File: src/rtl/dmem_arbiter.sv
`default_nettype none
// ============================================================================
// Module   : dmem_arbiter
// Purpose  : Shares the single-port RiSC-16 data memory between the
//            load/store stage (port 0) and the debug/program-loader port
//            (port 1). Round-robin arbitration with a bounded lock that lets
//            a port keep ownership for back-to-back bursts.
// Ports    : clk, rst_n            - clock, async active-low reset
//            reqN/weN/lockN        - request, store enable, keep-ownership
//            addrN/wdataN          - word address and store data
//            gntN                  - access accepted this cycle (comb)
//            rvalidN/rdataN        - registered load return, one-cycle pulse
//            mem_sw/mem_addr/
//            mem_wdata/mem_rdata   - memory side (rdata comb from addr)
// Revision : 1.0 - initial release
// ============================================================================
module dmem_arbiter #(
  parameter int AW       = 16,
  parameter int DW       = 16,
  parameter int MAX_LOCK = 8
) (
  input  logic          clk,
  input  logic          rst_n,
  input  logic          req0,
  input  logic          req1,
  input  logic          we0,
  input  logic          we1,
  input  logic          lock0,
  input  logic          lock1,
  input  logic [AW-1:0] addr0,
  input  logic [AW-1:0] addr1,
  input  logic [DW-1:0] wdata0,
  input  logic [DW-1:0] wdata1,
  output logic          gnt0,
  output logic          gnt1,
  output logic          rvalid0,
  output logic          rvalid1,
  output logic [DW-1:0] rdata0,
  output logic [DW-1:0] rdata1,
  output logic          mem_sw,
  output logic [AW-1:0] mem_addr,
  output logic [DW-1:0] mem_wdata,
  input  logic [DW-1:0] mem_rdata
);

  localparam int          LCW        = $clog2(MAX_LOCK) + 1;
  localparam logic [31:0] MAX_LOCK_U = MAX_LOCK;

  localparam logic [1:0] S_IDLE = 2'd0;
  localparam logic [1:0] S_OWN0 = 2'd1;
  localparam logic [1:0] S_OWN1 = 2'd2;

  logic [1:0]     state_q, state_d;
  logic           rr_ptr_q, rr_ptr_d;
  logic [LCW-1:0] lock_cnt_q, lock_cnt_d;
  logic           rvalid0_q, rvalid0_d;
  logic           rvalid1_q, rvalid1_d;
  logic [DW-1:0]  rdata0_q, rdata0_d;
  logic [DW-1:0]  rdata1_q, rdata1_d;
  logic           lock_room;

  // Another locked access is allowed only if it would not exceed MAX_LOCK.
  assign lock_room = (32'(lock_cnt_q) + 32'd1) < MAX_LOCK_U;

  // State register
  always_ff @(posedge clk or negedge rst_n) begin
    if (!rst_n) begin
      state_q    <= S_IDLE;
      rr_ptr_q   <= 1'b0;
      lock_cnt_q <= '0;
      rvalid0_q  <= 1'b0;
      rvalid1_q  <= 1'b0;
      rdata0_q   <= '0;
      rdata1_q   <= '0;
    end else begin
      state_q    <= state_d;
      rr_ptr_q   <= rr_ptr_d;
      lock_cnt_q <= lock_cnt_d;
      rvalid0_q  <= rvalid0_d;
      rvalid1_q  <= rvalid1_d;
      rdata0_q   <= rdata0_d;
      rdata1_q   <= rdata1_d;
    end
  end

  // Next-state logic
  always_comb begin
    state_d    = state_q;
    rr_ptr_d   = rr_ptr_q;
    lock_cnt_d = lock_cnt_q;
    if (gnt0) begin
      if (lock0 && lock_room) begin
        state_d    = S_OWN0;
        lock_cnt_d = lock_cnt_q + LCW'(1);
      end else begin
        state_d    = S_IDLE;
        lock_cnt_d = '0;
        rr_ptr_d   = 1'b1;
      end
    end else if (gnt1) begin
      if (lock1 && lock_room) begin
        state_d    = S_OWN1;
        lock_cnt_d = lock_cnt_q + LCW'(1);
      end else begin
        state_d    = S_IDLE;
        lock_cnt_d = '0;
        rr_ptr_d   = 1'b0;
      end
    end else begin
      // No grant while owning means the owner dropped req: release the lock.
      case (state_q)
        S_OWN0: begin
          state_d    = S_IDLE;
          lock_cnt_d = '0;
          rr_ptr_d   = 1'b1;
        end
        S_OWN1: begin
          state_d    = S_IDLE;
          lock_cnt_d = '0;
          rr_ptr_d   = 1'b0;
        end
        S_IDLE:  state_d = S_IDLE;
        default: begin
          state_d    = S_IDLE;
          lock_cnt_d = '0;
        end
      endcase
    end
  end

  // Output logic: grants, memory drive, load capture
  always_comb begin
    gnt0 = 1'b0;
    gnt1 = 1'b0;
    // Grants are suppressed while reset is held so no strobe leaks out.
    if (rst_n) begin
      case (state_q)
        S_IDLE: begin
          gnt0 = req0 && (!req1 || !rr_ptr_q);
          gnt1 = req1 && (!req0 ||  rr_ptr_q);
        end
        S_OWN0:  gnt0 = req0;
        S_OWN1:  gnt1 = req1;
        default: ;
      endcase
    end

    mem_sw    = 1'b0;
    mem_addr  = '0;
    mem_wdata = '0;
    if (gnt0) begin
      mem_sw    = we0;
      mem_addr  = addr0;
      mem_wdata = wdata0;
    end else if (gnt1) begin
      mem_sw    = we1;
      mem_addr  = addr1;
      mem_wdata = wdata1;
    end

    rvalid0_d = gnt0 && !we0;
    rvalid1_d = gnt1 && !we1;
    rdata0_d  = rvalid0_d ? mem_rdata : rdata0_q;
    rdata1_d  = rvalid1_d ? mem_rdata : rdata1_q;
  end

  assign rvalid0 = rvalid0_q;
  assign rvalid1 = rvalid1_q;
  assign rdata0  = rdata0_q;
  assign rdata1  = rdata1_q;

endmodule
`default_nettype wire

File: config.mk
export PLATFORM = sky130hd
export DESIGN_NAME = dmem_arbiter
export DESIGN_NICKNAME = d
export VERILOG_FILES = /design/src/rtl/dmem_arbiter.sv
export SDC_FILE = /design/constraint.sdc
export NUM_CORES = 1
export LEC_CHECK = 0
export ABC_CLOCK_PERIOD_IN_PS = 4400
export CAP_MARGIN = 25
export CORE_UTILIZATION = 37
export CTS_BUF_LIST = sky130_fd_sc_hd__clkbuf_4 sky130_fd_sc_hd__clkbuf_8
export DETAILED_ROUTE_END_ITERATION = 10
export GPL_ROUTABILITY_DRIVEN = 0
export HOLD_SLACK_MARGIN = 0.02
export MAX_ROUTING_LAYER = met4
export PLACE_DENSITY = 0.87
export REMOVE_ABC_BUFFERS = 1
export SLEW_MARGIN = 20
export SYNTH_ARGS = -nofsm -noshare
export SYNTH_HDL_FRONTEND = slang
export SYNTH_SLANG_ARGS = --single-unit
File: constraint.sdc
create_clock -name clk -period 4.4 [get_ports clk]
set_input_delay 0.88 -clock clk [delete_from_list [all_inputs] [get_ports clk]]
set_output_delay 0.88 -clock clk [all_outputs]
set_load 0.005 [all_outputs]
==> impl_metrics.ini <==
[clocking]
cts_resized = 0
cts_hold_buffers = 0
clk_pin_slew_ns = 0.07
clk-insertion-delay-late_ns = 0.28
root_buffer = clkbuf_8
cts_setup_buffers = 0
htreeDepth = 2
clk_path_buf_depth = 2
numCtsBuffers = 5
cts_tree = done
clock_sinks = 41

[cells_and_area]
syn_to_final_growth_pct = 85.1
diodes = 0
layout-drive-gt1-share_pct = 16.3
stdcell_area_sq_mm = 0.00377
finalNetCount = 403
n_fill_cell = 378

[synthesis]
synth_area_leaders = dfrtp_1 (50%), mux2_2 (18%), a22o_1 (15%), ha_1 (2.5%), o2111ai_4 (1.3%)
muxShareOfSynthArea_pct = 18.2
yosys.area.top_type = dfrtp_1
syn_area_sq_mm = 0.00203
yosys-top-cells-count = dfrtp_1 (41), a22o_1 (34), mux2_2 (32), buf_2 (5)
yosysWarningCount = 0
synthCells = 154
yosysSeqAreaShare_pct = 50.4
synth_compound_area_share_pct = 19.1
yosys.cell_count.top_type = dfrtp_1
synthXorXnorAreaFrac_pct = 0
synth.distinct_cells = 30
synth_edf_count = 0
ys_ff_latch = 41
synth_top_area_share_pct = 50.4
synth_flop_cell = dfrtp_1
synth_fa_ha_area_share_pct = 2.46
synthSimpleGateAreaFrac_pct = 5.84
async_flop_share_pct = 100
synth_top_family_by_area = compound AO/OA/AOI/OAI gates
avgSynthCellArea_sq_um = 13.2

[timing]
finalSetupViolCount = 0
period_share_pct = 90.0
fin_worst_skew_ns = 0.00530
report.final.slew_viol_count = 0
tightest_slew_ns = 0.768
slew_headroom_pct = 48.8
rsz0062_at_grt = false
tns_ns = 0
finalHoldViolCount = 0
period_minus_slack_ns = 3.96
clock.fmax_mhz = 252

[setup_path]
max_stage_delay_ns = 0.51
arrival_ns = 3.08
path_buf_inv = 4
crit_family = buffers and inverters
path_common_cell = clkdlybuf4s50_1
critPathSlowestCell = clkdlybuf4s50_1
cp_data_required_time_ns = 3.52
endpoint_kind = primary output
path_class = input pin to primary output
cp_cell_sequence = clkdlybuf4s50_1 > and3b_1 > or2_1 > inv_2 > nor2_2 > buf_4 > a22o_1 > clkdlybuf4s50_1
worst_setup_path_start_kind = input pin
critPathMaxFanout = 33

[place]
io_buffers = 156
placed_cell_area_sq_mm = 0.00365
place_hpwl_microns = 5080

[grt]
grt_antenna_before_repair = 0
overflow = 0
grt_first_pass_wirelength_microns = 10500
track_usage_pct = 23.5
grt_max_degree = 42
grt_pass1_vias = 2026

[power]
ir_worst_vdd_v = 0.000359
p_leak_nw = 1.56
power_per_cell_area_mw_per_mm2 = 419

[route]
dr.pass1.iters = 4
vias = 1907
wire_per_inst_microns = 16.9
routed_via_density = 4.99
top_layer = met4
drc_errors = 0
wl_met3_microns = 364
ant_nets = 0
met1_length_microns = 2560
drt_iter0_drc = 71
wl_met2_microns = 3420
wl_microns = 6440

[floorplanning]
ios = 157
core_sq_mm = 0.00520
die_h_microns = 76.2
die_area_sq_mm = 0.00580
start_util_pct = 39.1
num_rows = 26
die_x_microns = 76.2

[run_status]
status = finished clean

[run]
max_cap_viol_count = 0

[min_path]
hp-class = flop to flop
[power by group]
group          total (mW)  leakage (nW)  internal, mW  switching [mW]
logic               0.684          1.00         0.474           0.210
clock network       0.308        0.0619         0.191           0.117
registers           0.588         0.500         0.511          0.0765
[state kept, by name, summed over array words and instances (netlist names)]
name and flops:
lock_cnt_q 4, rdata0 16, rdata1 16, rr_ptr_q 1
rvalid0 1, rvalid1 1, state_q 2
[cell usage in the layout, fill, tap and decap left out, types with 2 or more instances in the layout]
cell	synthesis	layout
clkdlybuf4s50_1	0	155
dfrtp_1	41	41
a22o_1	34	34
mux2_2	32	32
clkbuf_8	0	6
inv_1	4	4
ha_1	4	4
and3_1	3	3
o21ai_0	3	3
buf_4	0	3
nand2b_1	2	2
or3_1	2	2
o21bai_1	2	2
nand2_1	2	2
[path summary, 6_finish.rpt]
check	from	end	slack (ns)	cells after the start
max in group asynchronous	rst_n	state_q[0]	3.33	2
worst max register to register	state_q[0]	rdata0[13]	2.24	5
worst max-delay path	req1	mem_wdata[11]	0.44	8
worst min register to register	rdata0[2]	rdata0[2]	0.50	1
worst min-delay path	rdata0[2]	rdata0[2]	0.50	1
min in group asynchronous	rst_n	rvalid0	0.72	2
[per-layer routing]
metal	vias up	global-route usage, %
li1	894	-
met1	926	26.9
met2	77	41.2
met3	10	5.27
met4	0	6.73
met5	-	-
[worst register-to-register path, stage by stage (launching register included)]
cell and delay (ns):
dfrtp_1 0.35, inv_1 0.06, ha_1 0.23, o211ai_1 0.31, or3_1 0.67, mux2_2 0.43
[layout make-up]
cell class | instances | area [sq um] | share of cell area [%]
clock buffers | 7 | 90.1 | 2.39
clock inverters | 1 | 30.0 | 0.797
inverters | 6 | 25.0 | 0.664
multi-input cells | 98 | 928 | 24.7
flip-flops and latches | 41 | 1030 | 27.2
well taps | 70 | 87.6 | 2.33
repair buffers | 159 | 1580 | 41.9
[through the flow]
step                instances  util [%]  hold WS [ns]  total power, mW  worst slack, ns
global route              382      72.4         0.523             1.67            0.300
floorplan                 145         -         0.475            0.813             1.15
finish                    382      72.4         0.504             1.58            0.439
global placement          374      70.0         0.489             1.26            0.522
detailed placement        374      70.0         0.492             1.28            0.469
CTS                       382      72.4         0.509             1.60            0.442
[logic make-up (layout without fill, tap and decap cells)]
| group | after synthesis | count (layout) |
|---|---|---|
| multiplexers | 33 | 33 |
| buffers and inverters | 15 | 173 |
| adder cells (fa/ha/maj) | 4 | 4 |
| AND/OR/NAND/NOR | 17 | 17 |
| AO/OA/AOI/OAI | 44 | 44 |
| flip-flops | 41 | 41 |
Note: power is estimated with default switching activity, not from simulation.
